### config.mk
export PLATFORM = sky130hd
export DESIGN_NAME = scan_seq_139
export DESIGN_NICKNAME = d
export VERILOG_FILES = /design/src/rtl/scan_pkg.sv /design/src/rtl/scan_next_idx.sv /design/src/rtl/scan_seq_139.sv
export SDC_FILE = /design/constraint.sdc
export NUM_CORES = 1
export LEC_CHECK = 0
export CAP_MARGIN = 20
export CORE_MARGIN = 10
export CORE_UTILIZATION = 45
export DETAILED_ROUTE_END_ITERATION = 12
export PLACE_DENSITY = 0.73
export SETUP_SLACK_MARGIN = 0.1
export SLEW_MARGIN = 10
export SYNTH_ARGS = -nofsm -noshare
export SYNTH_HDL_FRONTEND = slang
export SYNTH_HIERARCHICAL = 1
export SYNTH_SLANG_ARGS = --single-unit
### constraint.sdc
create_clock -name CLK -period 2.13 [get_ports CLK]
set_input_delay 0.3195 -clock CLK [delete_from_list [all_inputs] [get_ports CLK]]
set_output_delay 0.3195 -clock CLK [all_outputs]
set_load 0.005 [all_outputs]
### src/rtl/scan_pkg.sv
// scan_pkg: shared state, index type and counter-width helper for the digit scanner
package scan_pkg;
  typedef enum logic [1:0] {S_IDLE, S_BLANK, S_DWELL} state_t;
  typedef logic [1:0] idx_t;
  function automatic int scan_cw(int dwell, int blank);
    int m;
    m = dwell > blank ? dwell : blank;
    if (m < 2) m = 2;
    return $clog2(m);
  endfunction
endpackage

### src/rtl/scan_next_idx.sv
// scan_next_idx: cyclic search of the mask for the next digit; SCAN_DIR_EN adds a descending direction
import scan_pkg::*;
module scan_next_idx (
`ifdef SCAN_DIR_EN
  input  logic       dir,
`endif
  input  idx_t       idx,
  input  logic [3:0] mask,
  input  logic       incl_self,
  output idx_t       nxt,
  output logic       wrap
);
`ifndef SCAN_DIR_EN
  logic dir;
  assign dir = 1'b0;
`endif
  idx_t c;
  // walk offsets from far to near so the nearest hit is the one that sticks
  always_comb begin
    nxt = idx;
    wrap = 1'b0;
    c = idx;
    for (int k = 4; k >= 0; k--) begin
      c = dir ? idx - 2'(k) : idx + 2'(k);
      if ((incl_self ? k < 4 : k > 0) && mask[c]) begin
        nxt = c;
        wrap = dir ? k > int'(idx) : k + int'(idx) > 3;
      end
    end
  end
endmodule

### src/rtl/scan_seq_139.sv
// scan_seq_139: drives B/A/G_L of a 74x139 half to scan masked digits with dwell and blanking
// Optional: define SCAN_DIR_EN to add the DIR input (1 = descending scan order).
import scan_pkg::*;
module scan_seq_139 #(
  parameter int DWELL = 4,
  parameter int BLANK = 1
) (
  input  logic       CLK,
  input  logic       RESET,
  input  logic       EN,
  input  logic [3:0] MASK,
`ifdef SCAN_DIR_EN
  input  logic       DIR,
`endif
  output logic       A,
  output logic       B,
  output logic       G_L,
  output logic       STROBE,
  output logic       WRAP
);
  localparam int CW = scan_cw(DWELL, BLANK);
  localparam int BL = BLANK > 0 ? BLANK - 1 : 0;
  localparam state_t FIRST = BLANK > 0 ? S_BLANK : S_DWELL;
  state_t state, nstate;
  idx_t idx, nidx, sel;
  logic [CW-1:0] cnt, ncnt;
  logic run, last_b, last_d, go, wr;
  logic na, nb, ng, nstb, nwrap;
  scan_next_idx u_next (
`ifdef SCAN_DIR_EN
    .dir(DIR),
`endif
    .idx(idx),
    .mask(MASK),
    .incl_self(state == S_IDLE),
    .nxt(sel),
    .wrap(wr)
  );
  always_ff @(posedge CLK) begin
    if (RESET) begin
      state <= S_IDLE;
      idx <= '0;
      cnt <= '0;
      A <= 1'b0;
      B <= 1'b0;
      G_L <= 1'b1;
      STROBE <= 1'b0;
      WRAP <= 1'b0;
    end else begin
      state <= nstate;
      idx <= nidx;
      cnt <= ncnt;
      A <= na;
      B <= nb;
      G_L <= ng;
      STROBE <= nstb;
      WRAP <= nwrap;
    end
  end
  always_comb begin
    run = EN && MASK != 4'b0;
    last_b = cnt == CW'(BL);
    last_d = cnt == CW'(DWELL - 1);
    go = state == S_IDLE || (state == S_DWELL && last_d);
    nstate = !run ? S_IDLE :
             state == S_IDLE ? FIRST :
             state == S_BLANK ? (last_b ? S_DWELL : S_BLANK) :
             last_d ? FIRST : S_DWELL;
    nidx = run && go ? sel : idx;
    ncnt = (!run || go || (state == S_BLANK && last_b)) ? '0 : cnt + 1'b1;
  end
  // outputs are computed for the coming cycle so the flops show its state and index
  always_comb begin
    na = nidx[0];
    nb = nidx[1];
    ng = nstate != S_DWELL;
    nstb = nstate == S_DWELL && (state != S_DWELL || last_d);
    nwrap = run && go && wr;
  end
endmodule

---- Yosys cells after proc, flatten, opt, wreduce, memory -nomap -nowiden ----
Cells that the tools add are included.
storage, ports and cells
  flip-flop bits (word level) ............. 11
  output and inout bits ................... 5
  word-level logic and storage cells ...... 73
cells by class
  $lt $le $gt $ge ......................... 9
  reduce and logical (&&, ||, !) cells .... 17
  mux-type cells .......................... 25
  add/subtract/negate cells ............... 8
  eq/ne operators ......................... 6
operator list
  cell                                                                               number
  32-bit by 3-bit greater-than comparator with 1-bit output (second input constant)  4
  2-bit two-way mux                                                                  10
  2-bit by 3-bit < comparator with 1-bit output (second input constant)              4
  1-bit two-way mux                                                                  11
  1-bit binary-select mux with 2-bit select                                          4
  1-bit logical AND                                                                  8
  2-bit by 2-bit adder with 3-bit output (first input constant)                      2
  2-bit == test (second input constant)                                              3
  2-bit by 1-bit adder with 2-bit output (second input constant)                     2
  2-bit adder (second input constant)                                                2
  3-bit by 2-bit adder with 4-bit output (first input constant)                      1
  2-bit zero test                                                                    2
  1-bit logical OR                                                                   4
  2-bit != test (second input constant)                                              2
  4-bit nonzero test                                                                 1
  1-bit by 2-bit adder with 3-bit output (first input constant)                      1
  2-bit by 1-bit == test with 1-bit output (second input constant)                   1
  2-bit greater-than comparator (second input constant)                              1
  2-bit OR reduction                                                                 1
  1-bit zero test                                                                    1

---- Longest topological paths before layout ----
Gate-level depths: netlist (run 1).
  depth after elaboration ................. 9
  depth in mapped cells ................... 10
  mapped depth without buffers ............ 9

---- Hierarchy ----
The synthesis (run 1) kept the hierarchy.
by module, submodules not included
  module         cells an instance  times used  sequential area each (um^2)  area each (um^2)
  scan_seq_139   37                 1           180.2                        380.4
  scan_next_idx  32                 1           0.0                          301.5

---- Worst setup path before layout (run 1) ----
OpenSTA, ideal clock, no wires.
  path kind ............................... reg2reg
  start ................................... reg idx[0]
  end ..................................... reg WRAP
  period minus slack after synthesis ...... 2.164 ns
  stages on the path, launching flop included .. 9
  data arrival time ....................... 2.105 ns
  setup time .............................. 0.060 ns
  data required time ...................... 2.070 ns
  setup slack ............................. -0.034 ns
  path buffers ............................ 1
  cell sequence ........................... dfxtp_1 > buf_6 > inv_1 > ha_1 > mux4_1 > o32ai_1 > mux2i_1 > a21oi_1 > and3_1
between the ends
  word-level cells in the longest chain between the ends .. 9
ends and longest elaborated chain
  item                                                                                               RTL line             source
  start: declaration                                                                                 scan_seq_139.sv:25   idx_t idx, nidx, sel;
  start signal: assignment                                                                           scan_seq_139.sv:51   idx <= nidx;
  branches (longest 7 deep; another with 32-bit by 3-bit greater-than comparator with 1-bit output)  -
  1-bit two-way mux (*)                                                                              scan_next_idx.sv:25  if ((incl_self ? k < 4 : k > 0) && mask[c]) begin
  net wr                                                                                             scan_seq_139.sv:27   logic run, last_b, last_d, go, wr;
  1-bit logical AND (*)                                                                              scan_seq_139.sv:78   nwrap = run && go && wr;
  end signal: assignment                                                                             scan_seq_139.sv:57   WRAP <= nwrap;
  end: declaration                                                                                   scan_seq_139.sv:19   output logic WRAP
Mark *: on every way through the listed nets, which the timed path passes. The select of a mux whose other input is x is not followed.
A chain may end at the register's enable or synchronous reset.

==> results.json, run 1 <==
{
  "grt_max_degree": 12,
  "synth_nets": 81,
  "fin_nets": 105,
  "dp_hpwl_um": 1170,
  "yosysUniqueCellTypes": 30,
  "critical_path_class": "reg -> reg",
  "use_met2_pct": 14.7,
  "slew_headroom_pct": 77.5,
  "drive_gt1_share_pct": 26.1,
  "design_area_um2": 905,
  "rsz0062_at_grt": "true",
  "vias": 586,
  "cts_tree": "done",
  "peakVddDrop_uv": 339,
  "synthMuxAreaShare_pct": 21.8,
  "io_buffer_count": 11,
  "fp.dieH_um": 58.9,
  "hold_buffers": 0,
  "antenna_cells": 0,
  "drv_slew": 0,
  "top_usage_layer": "met2",
  "rows": 13,
  "vias_per_cell": 5.48,
  "synth_compound_area_share_pct": 14.7,
  "seq_area_um2": 183,
  "fin_skew_ns": 0.00363,
  "run_status": "finished clean",
  "synthCells": 69,
  "met1_usage_pct": 11.6,
  "crit_required_ns": 2.34,
  "drt_iter0_drc": 14,
  "timing.setup.tns_ns": 0,
  "synth_seq_cells": 9,
  "post-route-period-util_pct": 89.3,
  "min_period_ns": 1.90,
  "power_density_nw_per_um2": 660,
  "p_leak_nw": 0.361,
  "numCtsBuffers": 3,
  "die_x_um": 58.9,
  "yosysWarnings": 6,
  "synth_seq_area_share_pct": 26.4,
  "io_pins": 12,
  "hp-class": "reg -> reg",
  "grt_overflow": 0,
  "placed_area_um2": 863,
  "grt_pass1_wl_um": 2680,
  "yosys.area_share.simple_pct": 21.7,
  "dieArea_um2": 3470,
  "multi_input_area_um2": 477,
  "syn2layout_area_growth_pct": 32.7,
  "worst_setup_path_start_kind": "flop",
  "clock_path_buffers": 2,
  "first_pass_iters": 4,
  "cp-end-kind": "flop",
  "critPathMaxFanout": 3,
  "grt_pass1_vias": 594,
  "clk_pin_slew_ns": 0.06,
  "routed_wl_um": 1480,
  "core-area_um2": 1370,
  "synth-adder-area-share_pct": 9.17,
  "gp_congestion": 0.778,
  "post-route-drc-count": 0,
  "worstMarginPinSlew_ns": 0.336,
  "syn_avg_cell_area_um2": 9.88,
  "ant_nets": 0,
  "netlist_area_um2": 682,
  "fmax_mhz": 525,
  "grt_usage_pct": 9.88,
  "insertion_delay_ns": 0.26,
  "grt_antenna_before_repair": 0,
  "whs_ns": 0.462,
  "hold_viol_final": 0,
  "htree_levels": 1,
  "start_util_pct": 49.9,
  "routedWlPerCell_um": 13.8,
  "maxCapViolCount": 0,
  "cp.arrival_ns": 2.11,
  "synth_top_family_by_area": "multiplexers",
  "setup_violations": 0,
  "root_buffer": "clkbuf_4",
  "synth_xor_area_share_pct": 1.28,
  "cts_sinks": 9,
  "use_met3_pct": 4.51,
  "n_fill_cell": 120
}
[layout by cell type (no fill, tap or decap), types with 4 or more instances in the layout]
cell             count
ha_1                 4
nand2b_1             6
mux2i_1              4
inv_1                4
nor2_1               6
dfxtp_1              7
clkdlybuf4s50_1     11
buf_4                9
[cell usage after synthesis, drive strengths merged]
cell type | n | area share (%)
a21boi | 1 | 1.1
a21o | 1 | 1.1
a21oi | 1 | 0.73
a22oi | 1 | 1.1
a31oi | 1 | 0.92
and2 | 1 | 0.92
and3 | 2 | 1.8
buf | 1 | 1.7
dfxtp | 9 | 26
ha | 5 | 9.2
inv | 6 | 3.3
mux2 | 1 | 1.7
mux2i | 4 | 5.9
mux4 | 4 | 14
nand2 | 3 | 1.7
nand2b | 6 | 5.5
nor2 | 6 | 3.3
nor2b | 3 | 2.8
nor3 | 1 | 1.5
nor4 | 2 | 1.8
o21ai | 3 | 2.2
o221ai | 1 | 1.3
o22ai | 1 | 0.92
o32ai | 1 | 1.3
o41ai | 1 | 4.0
or2 | 1 | 1.3
or2b | 1 | 1.1
xnor2 | 1 | 1.3
[path summary, 6_finish.rpt]
check	end	start	slack [ns]	cells past startpoint
hold reg to reg	cnt[0]	cnt[0]	0.46	1
hold / removal	cnt[0]	cnt[0]	0.46	1
setup / recovery	WRAP	B	0.23	7
setup reg to reg	WRAP	B	0.23	7
[worst max-delay path: stages, from the launching register on]
cell,delay (ns)
dfxtp_2,0.34
inv_2,0.05
ha_4,0.28
mux4_2,0.52
o32ai_1,0.28
mux2i_1,0.10
a21oi_1,0.11
and3_1,0.16
[logic make-up (layout without fill, tap and decap cells)]
| group | after synthesis | in the layout |
|---|---|---|
| AO/OA/AOI/OAI | 12 | 12 |
| XOR/XNOR | 1 | 1 |
| adder cells (fa/ha/maj) | 5 | 5 |
| buffers and inverters | 7 | 30 |
| flip-flops | 9 | 9 |
| multiplexers | 9 | 9 |
| AND/OR/NAND/NOR | 26 | 26 |
[layout make-up]
class / instances / share of cell area [%]
Sequential cell: 9 / 20.2
Clock buffer: 4 / 2.90
Timing Repair Buffer: 20 / 19.6
Tap cell: 15 / 2.07
Inverter: 6 / 2.49
Multi-Input combinational cell: 53 / 52.7
[what timing repair did]
item,CTS,global route
setup endpoints to repair,0,2
gates resized for setup,0,2
setup buffers,0,2
[routing by layer]
metal	part of all wire, %	vias up	wire, um
li1	-	301	-
met1	46	270	683
met2	46	13	681
met3	5.8	2	86
met4	1.6	0	24
met5	0	-	0
[power by group]
part,internal (mW),switching [mW],leakage (nW)
clock,0.0723,0.0607,0.0150
sequential,0.180,0.00732,0.0740
combinational,0.155,0.121,0.272
total,0.408,0.190,0.361
[state kept, by name, summed over array words and instances, names as in the netlist]
signal  flops
B           1
WRAP        1
G_L         1
STROBE      1
idx         1
state       2
cnt         2
[stage by stage]
| step | total power [mW] | setup slack (ns) | std cells | util [%] |
|---|---|---|---|---|
| 2_1_floorplan | 0.372 | 0.130 | 69 | - |
| 3_3_place_gp | 0.447 | 0.0822 | 101 | 63.2 |
| 3_5_place_dp | 0.452 | 0.0723 | 101 | 63.2 |
| 4_1_cts | 0.589 | 0.156 | 105 | 65.1 |
| 5_1_grt | 0.648 | 0.0952 | 107 | 66.2 |
| 6_report | 0.597 | 0.227 | 107 | 66.2 |
Note: power is estimated with default switching activity, not from simulation.
==> run 2, diff against run 1 <==
--- a/config.mk
+++ b/config.mk
@@ -6,10 +6,11 @@
 export NUM_CORES = 1
 export LEC_CHECK = 0
 export CAP_MARGIN = 20
-export CORE_MARGIN = 10
-export CORE_UTILIZATION = 45
+export CORE_UTILIZATION = 48
+export CTS_BUF_LIST = sky130_fd_sc_hd__clkbuf_8
 export DETAILED_ROUTE_END_ITERATION = 12
-export PLACE_DENSITY = 0.73
+export HOLD_SLACK_MARGIN = 0.02
+export PLACE_DENSITY = 0.77
 export SETUP_SLACK_MARGIN = 0.1
 export SLEW_MARGIN = 10
 export SYNTH_ARGS = -nofsm -noshare
==> run 2 against run 1 <==
Register-to-register slack about the same. Count of clock-buffer cells in the layout fell by 1. Final cell count shrank 0.93%. Worst setup slack improved by 0.0028 ns. Hold slack got worse by 0.0038 ns. Final area increased by 2.1%. Critical path depth increased by 1. Critical endpoint unchanged.
==> results.json, run 2 (synthesized netlist as in run 1, its figures left out) <==
{
  "run_status": "finished clean",
  "power_switching_mw": 0.198,
  "io_buffer_count": 11,
  "cp_slowest_cell": "mux4_2",
  "critPathTopFamily": "multiplexers",
  "fin_skew_ns": 0.00263,
  "critPathMaxFanout": 3,
  "power_density_nw_per_um2": 712,
  "cts_tree": "done",
  "dieArea_um2": 1580,
  "grt_pass1_vias": 533,
  "worstRegToRegCells": 8,
  "slew_headroom_pct": 76.6,
  "fp.dieH_um": 39.7,
  "insertion_delay_ns": 0.23,
  "dp_hpwl_um": 1130,
  "cts_setup_buffers": 0,
  "place_inst": 102,
  "p_leak_nw": 0.371,
  "root_buffer": "clkbuf_8",
  "post-route-drc-count": 0,
  "p_comb_share_pct": 42.3,
  "rsz0062_at_grt": "false",
  "fin_nets": 104,
  "finalNonFillerCells": 106,
  "design_area_um2": 923,
  "antenna_cells": 0,
  "maxCapViolCount": 0,
  "die_x_um": 39.7,
  "clock_path_buffers": 2,
  "hold_viol_final": 0,
  "grt_overflow": 0,
  "finalWorstSetupSlack_ns": 0.230,
  "p_int_mw": 0.460,
  "drive_gt1_share_pct": 26.4,
  "placed_area_um2": 871,
  "grt_antenna_before_repair": 0,
  "reg.largest.list": "cnt x2, state x2",
  "min_period_ns": 1.90,
  "hold_path_depth": 1,
  "syn2layout_area_growth_pct": 35.4,
  "path_buf_inv": 1,
  "core-area_um2": 1320,
  "start_util_pct": 51.8,
  "final_cell_mix": "clkdlybuf4s50_1, buf_4, dfxtp_1, nor2_1, nand2b_1",
  "post-route-period-util_pct": 89.2,
  "cp-end-kind": "flop",
  "n_fill_cell": 112,
  "drt_iter0_drc": 12,
  "final_common_cell": "clkdlybuf4s50_1",
  "worstMarginPinSlew_ns": 0.350,
  "htree_levels": 1,
  "timing.setup.tns_ns": 0,
  "vias_per_cell": 5.68,
  "cts_resized": 0,
  "crit_required_ns": 2.25,
  "routed_wl_um": 1460,
  "critical_path.max_stage_delay_ns": 0.52,
  "dp_slack_ns": 0.0283,
  "grt_max_degree": 12,
  "cp.depth": 8,
  "drv_slew": 0,
  "fmax_mhz": 526,
  "hp-class": "reg -> reg",
  "ant_nets": 0,
  "vias": 602,
  "hold_buffers": 0,
  "worst_setup_path_start_kind": "flop",
  "sw_frac_of_total_pct": 30.1,
  "pwr-share-seq_pct": 28.5,
  "gp_congestion": 0.782,
  "clkPwrFrac_pct": 29.1,
  "worst_path_most_repeated_cell": "mux2i_1",
  "grt_usage_pct": 22.9,
  "critical_path_class": "reg -> reg",
  "setup_violations": 0,
  "routedWlPerCell_um": 13.7,
  "cp.arrival_ns": 2.02,
  "peakVddDrop_uv": 394,
  "crit_chain": "inv_2 -> ha_4 -> mux4_2 -> mux2i_1 -> o32ai_2 -> mux2i_1 -> a21oi_1 -> and3_1",
  "first_pass_iters": 4,
  "numCtsBuffers": 3,
  "io_pins": 12,
  "grt_pass1_wl_um": 2320,
  "rows": 13,
  "cts_sinks": 9,
  "clk_pin_slew_ns": 0.04
}
-- run 2: cell type report --
class                           instances  area, um2  area share [%]
Timing Repair Buffer                   19        170            18.4
Multi-Input combinational cell         53        484            52.4
Clock inverter                          1       3.75           0.407
Clock buffer                            3       41.3            4.47
Sequential cell                         9        183            19.8
Inverter                                6       22.5            2.44
Tap cell                               15       18.8            2.03
-- run 2: through the flow --
stage / total power, mW / util [%] / hold WS [ns]
finish: 0.658 / 70.1 / 0.458
global route: 0.700 / 70.1 / 0.491
CTS: 0.649 / 69.5 / 0.462
detailed placement: 0.456 / 66.1 / 0.453
global placement: 0.452 / 66.1 / 0.449
floorplan: 0.372 / - / 0.425
-- run 2: final timing paths --
check	startpoint	endpoint	slack [ns]
worst min register to register	cnt[0]	cnt[0]	0.46
worst max register to register	idx[0]	WRAP	0.23
worst min-delay path	cnt[0]	cnt[0]	0.46
worst max-delay path	idx[0]	WRAP	0.23
-- run 2: metal layers --
layer	wire length [um]	vias to the layer above	track usage, %
met5	0	-	0
met4	0	0	7.76
met3	57	0	8.52
met2	728	19	37.7
met1	671	286	26.8
li1	-	297	-
-- run 2: power by group through the flow --
stage | Combinational, mW | Clock, mW | Sequential (mW)
floorplan | 0.176 | 0 | 0.197
global placement | 0.264 | 0 | 0.189
detailed placement | 0.267 | 0 | 0.189
CTS | 0.269 | 0.194 | 0.187
global route | 0.305 | 0.206 | 0.189
finish | 0.278 | 0.192 | 0.188
==> run 3, diff against run 2 <==
--- a/config.mk
+++ b/config.mk
@@ -5,6 +5,7 @@
 export SDC_FILE = /design/constraint.sdc
 export NUM_CORES = 1
 export LEC_CHECK = 0
+export ABC_CLOCK_PERIOD_IN_PS = 2130
 export CAP_MARGIN = 20
 export CORE_UTILIZATION = 48
 export CTS_BUF_LIST = sky130_fd_sc_hd__clkbuf_8
==> constraint.sdc (replaced) <==
create_clock -name CLK -period 2.13 [get_ports CLK]
set_input_delay 0.3195 -clock CLK [delete_from_list [all_inputs] [get_ports CLK]]
set_output_delay 0.3195 -clock CLK [all_outputs]
set_load 0.02 [all_outputs]
==> run 3 against run 2 <==
Power decreased by 1.2%. Clock power about the same. First-iteration DRC count shrank 33%. Final cell count did not move. Largest power group unchanged. Flip-flop and latch count unchanged. Hold slack better by 0.0026 ns. Critical endpoint unchanged. Highest routed layer is now met4. Largest cell class unchanged.
==> results.json, run 3 (synthesized netlist as in run 1, its figures left out) <==
{
  "run_status": "finished clean",
  "die_x_um": 39.7,
  "crit-reg2reg-launch": "idx[0]",
  "r2r_end": "WRAP",
  "grt_antenna_before_repair": 0,
  "fmax_mhz": 524,
  "root_buffer": "clkbuf_8",
  "clk_pin_slew_ns": 0.04,
  "routedWlPerCell_um": 12.3,
  "reg.largest.list": "cnt x2, state x2",
  "io_pins": 12,
  "ant_nets": 0,
  "gp_congestion": 0.753,
  "use_met3_pct": 8.52,
  "antenna_cells": 0,
  "io_buffer_count": 11,
  "cp.arrival_ns": 2.08,
  "finalNonFillerCells": 106,
  "vias": 584,
  "cts_sinks": 9,
  "cts_setup_buffers": 0,
  "power_density_nw_per_um2": 707,
  "core-area_um2": 1320,
  "p_leak_nw": 0.369,
  "hold_start": "cnt[0]",
  "numCtsBuffers": 3,
  "final_common_cell": "clkdlybuf4s50_1",
  "cp-end-kind": "flop",
  "hp-class": "reg -> reg",
  "syn2layout_area_growth_pct": 34.7,
  "hold_viol_final": 0,
  "drive_gt1_share_pct": 25.3,
  "grt_pass1_wl_um": 2240,
  "start_util_pct": 51.8,
  "crit_required_ns": 2.30,
  "cts_tree": "done",
  "whs_ns": 0.461,
  "clock_path_buffers": 2,
  "grt_overflow": 0,
  "post-route-period-util_pct": 89.5,
  "timing.setup.tns_ns": 0,
  "critPathMaxFanout": 3,
  "worst_setup_path_start_kind": "flop",
  "finalPower_mw": 0.649,
  "min_period_ns": 1.91,
  "maxCapViolCount": 0,
  "final_cell_mix": "clkdlybuf4s50_1, buf_4, dfxtp_1, nor2_1, nand2b_1",
  "first_pass_iters": 4,
  "htree_levels": 1,
  "post-route-drc-count": 0,
  "worstMarginPinSlew_ns": 0.323,
  "hold_path_depth": 1,
  "slew_headroom_pct": 78.4,
  "fin_nets": 104,
  "dieArea_um2": 1580,
  "setup_violations": 0,
  "drv_slew": 0,
  "routed_wl_um": 1300,
  "met1_usage_pct": 28.1,
  "top_usage_layer": "met2",
  "insertion_delay_ns": 0.23,
  "grt_max_degree": 12,
  "rrSetupSlack_ns": 0.22,
  "critical_path_class": "reg -> reg",
  "peakVddDrop_uv": 365,
  "grt_usage_pct": 22.3,
  "rsz0062_at_grt": "false",
  "min_to": "cnt[0]",
  "rows": 13,
  "grt_pass1_vias": 501,
  "fin_skew_ns": 0.00204,
  "place_inst": 102,
  "fp.dieH_um": 39.7,
  "dp_hpwl_um": 1060,
  "drt_iter0_drc": 8,
  "vias_per_cell": 5.51,
  "use_met2_pct": 32.8,
  "worstRegToRegCells": 7
}
[run 3: cell types whose count changed in the layout (fill, tap and decap cells not counted)]
cell and delta:
dfxtp_2 -1, dfxtp_4 +1, o32ai_1 +1, o32ai_2 -1
[run 3: per-stage QoR]
step | setup slack (ns) | area, um2 | util (%)
detailed placement | 0.0360 | 873 | 66.3
CTS | 0.206 | 918 | 69.7
floorplan | 0.105 | 696 | -
global placement | 0.0771 | 873 | 66.3
global route | 0.105 | 918 | 69.7
finish | 0.223 | 918 | 69.7
[run 3: layer usage]
metal / up-vias / wire length [um]
met3: 2 / 44
met5: - / 0
li1: 297 / -
met2: 16 / 610
met1: 269 / 635
met4: 0 / 10
[run 3: how the worst max path moves through the flow]
| stage | start | to | cells past startpoint |
|---|---|---|---|
| finish | idx[0] | WRAP | 7 |
| global route | B | idx[0] | 8 |
| CTS | B | WRAP | 7 |
| detailed placement | MASK[1] | WRAP | 6 |
| global placement | MASK[1] | WRAP | 6 |
| floorplan | B | idx[0] | 8 |
[run 3: cell type report]
cell class	count	area, um2
Multi-Input combinational cell	53	477
Fill cell	95	399
Sequential cell	9	185
Timing Repair Buffer	19	170
Clock buffer	3	41.3
Inverter	6	22.5
Tap cell	15	18.8
Clock inverter	1	3.75
[run 3: timing repair]
item | CTS | global route
resized for setup | 0 | 1
setup endpoints to repair | 0 | 2
hold buffers | 0 | 0
[run 3: power breakdown]
part / internal, mW / switching [mW]
sequential: 0.181 / 0.00723
combinational: 0.147 / 0.125
clock: 0.125 / 0.0639
[run 3: worst max-delay path, cell delays in order, from the launching register on]
cell and delay [ns]:
dfxtp_4 0.34, inv_2 0.05, ha_4 0.26, mux4_2 0.51, o32ai_1 0.27, mux2i_1 0.11
a21oi_1 0.13, and3_1 0.17
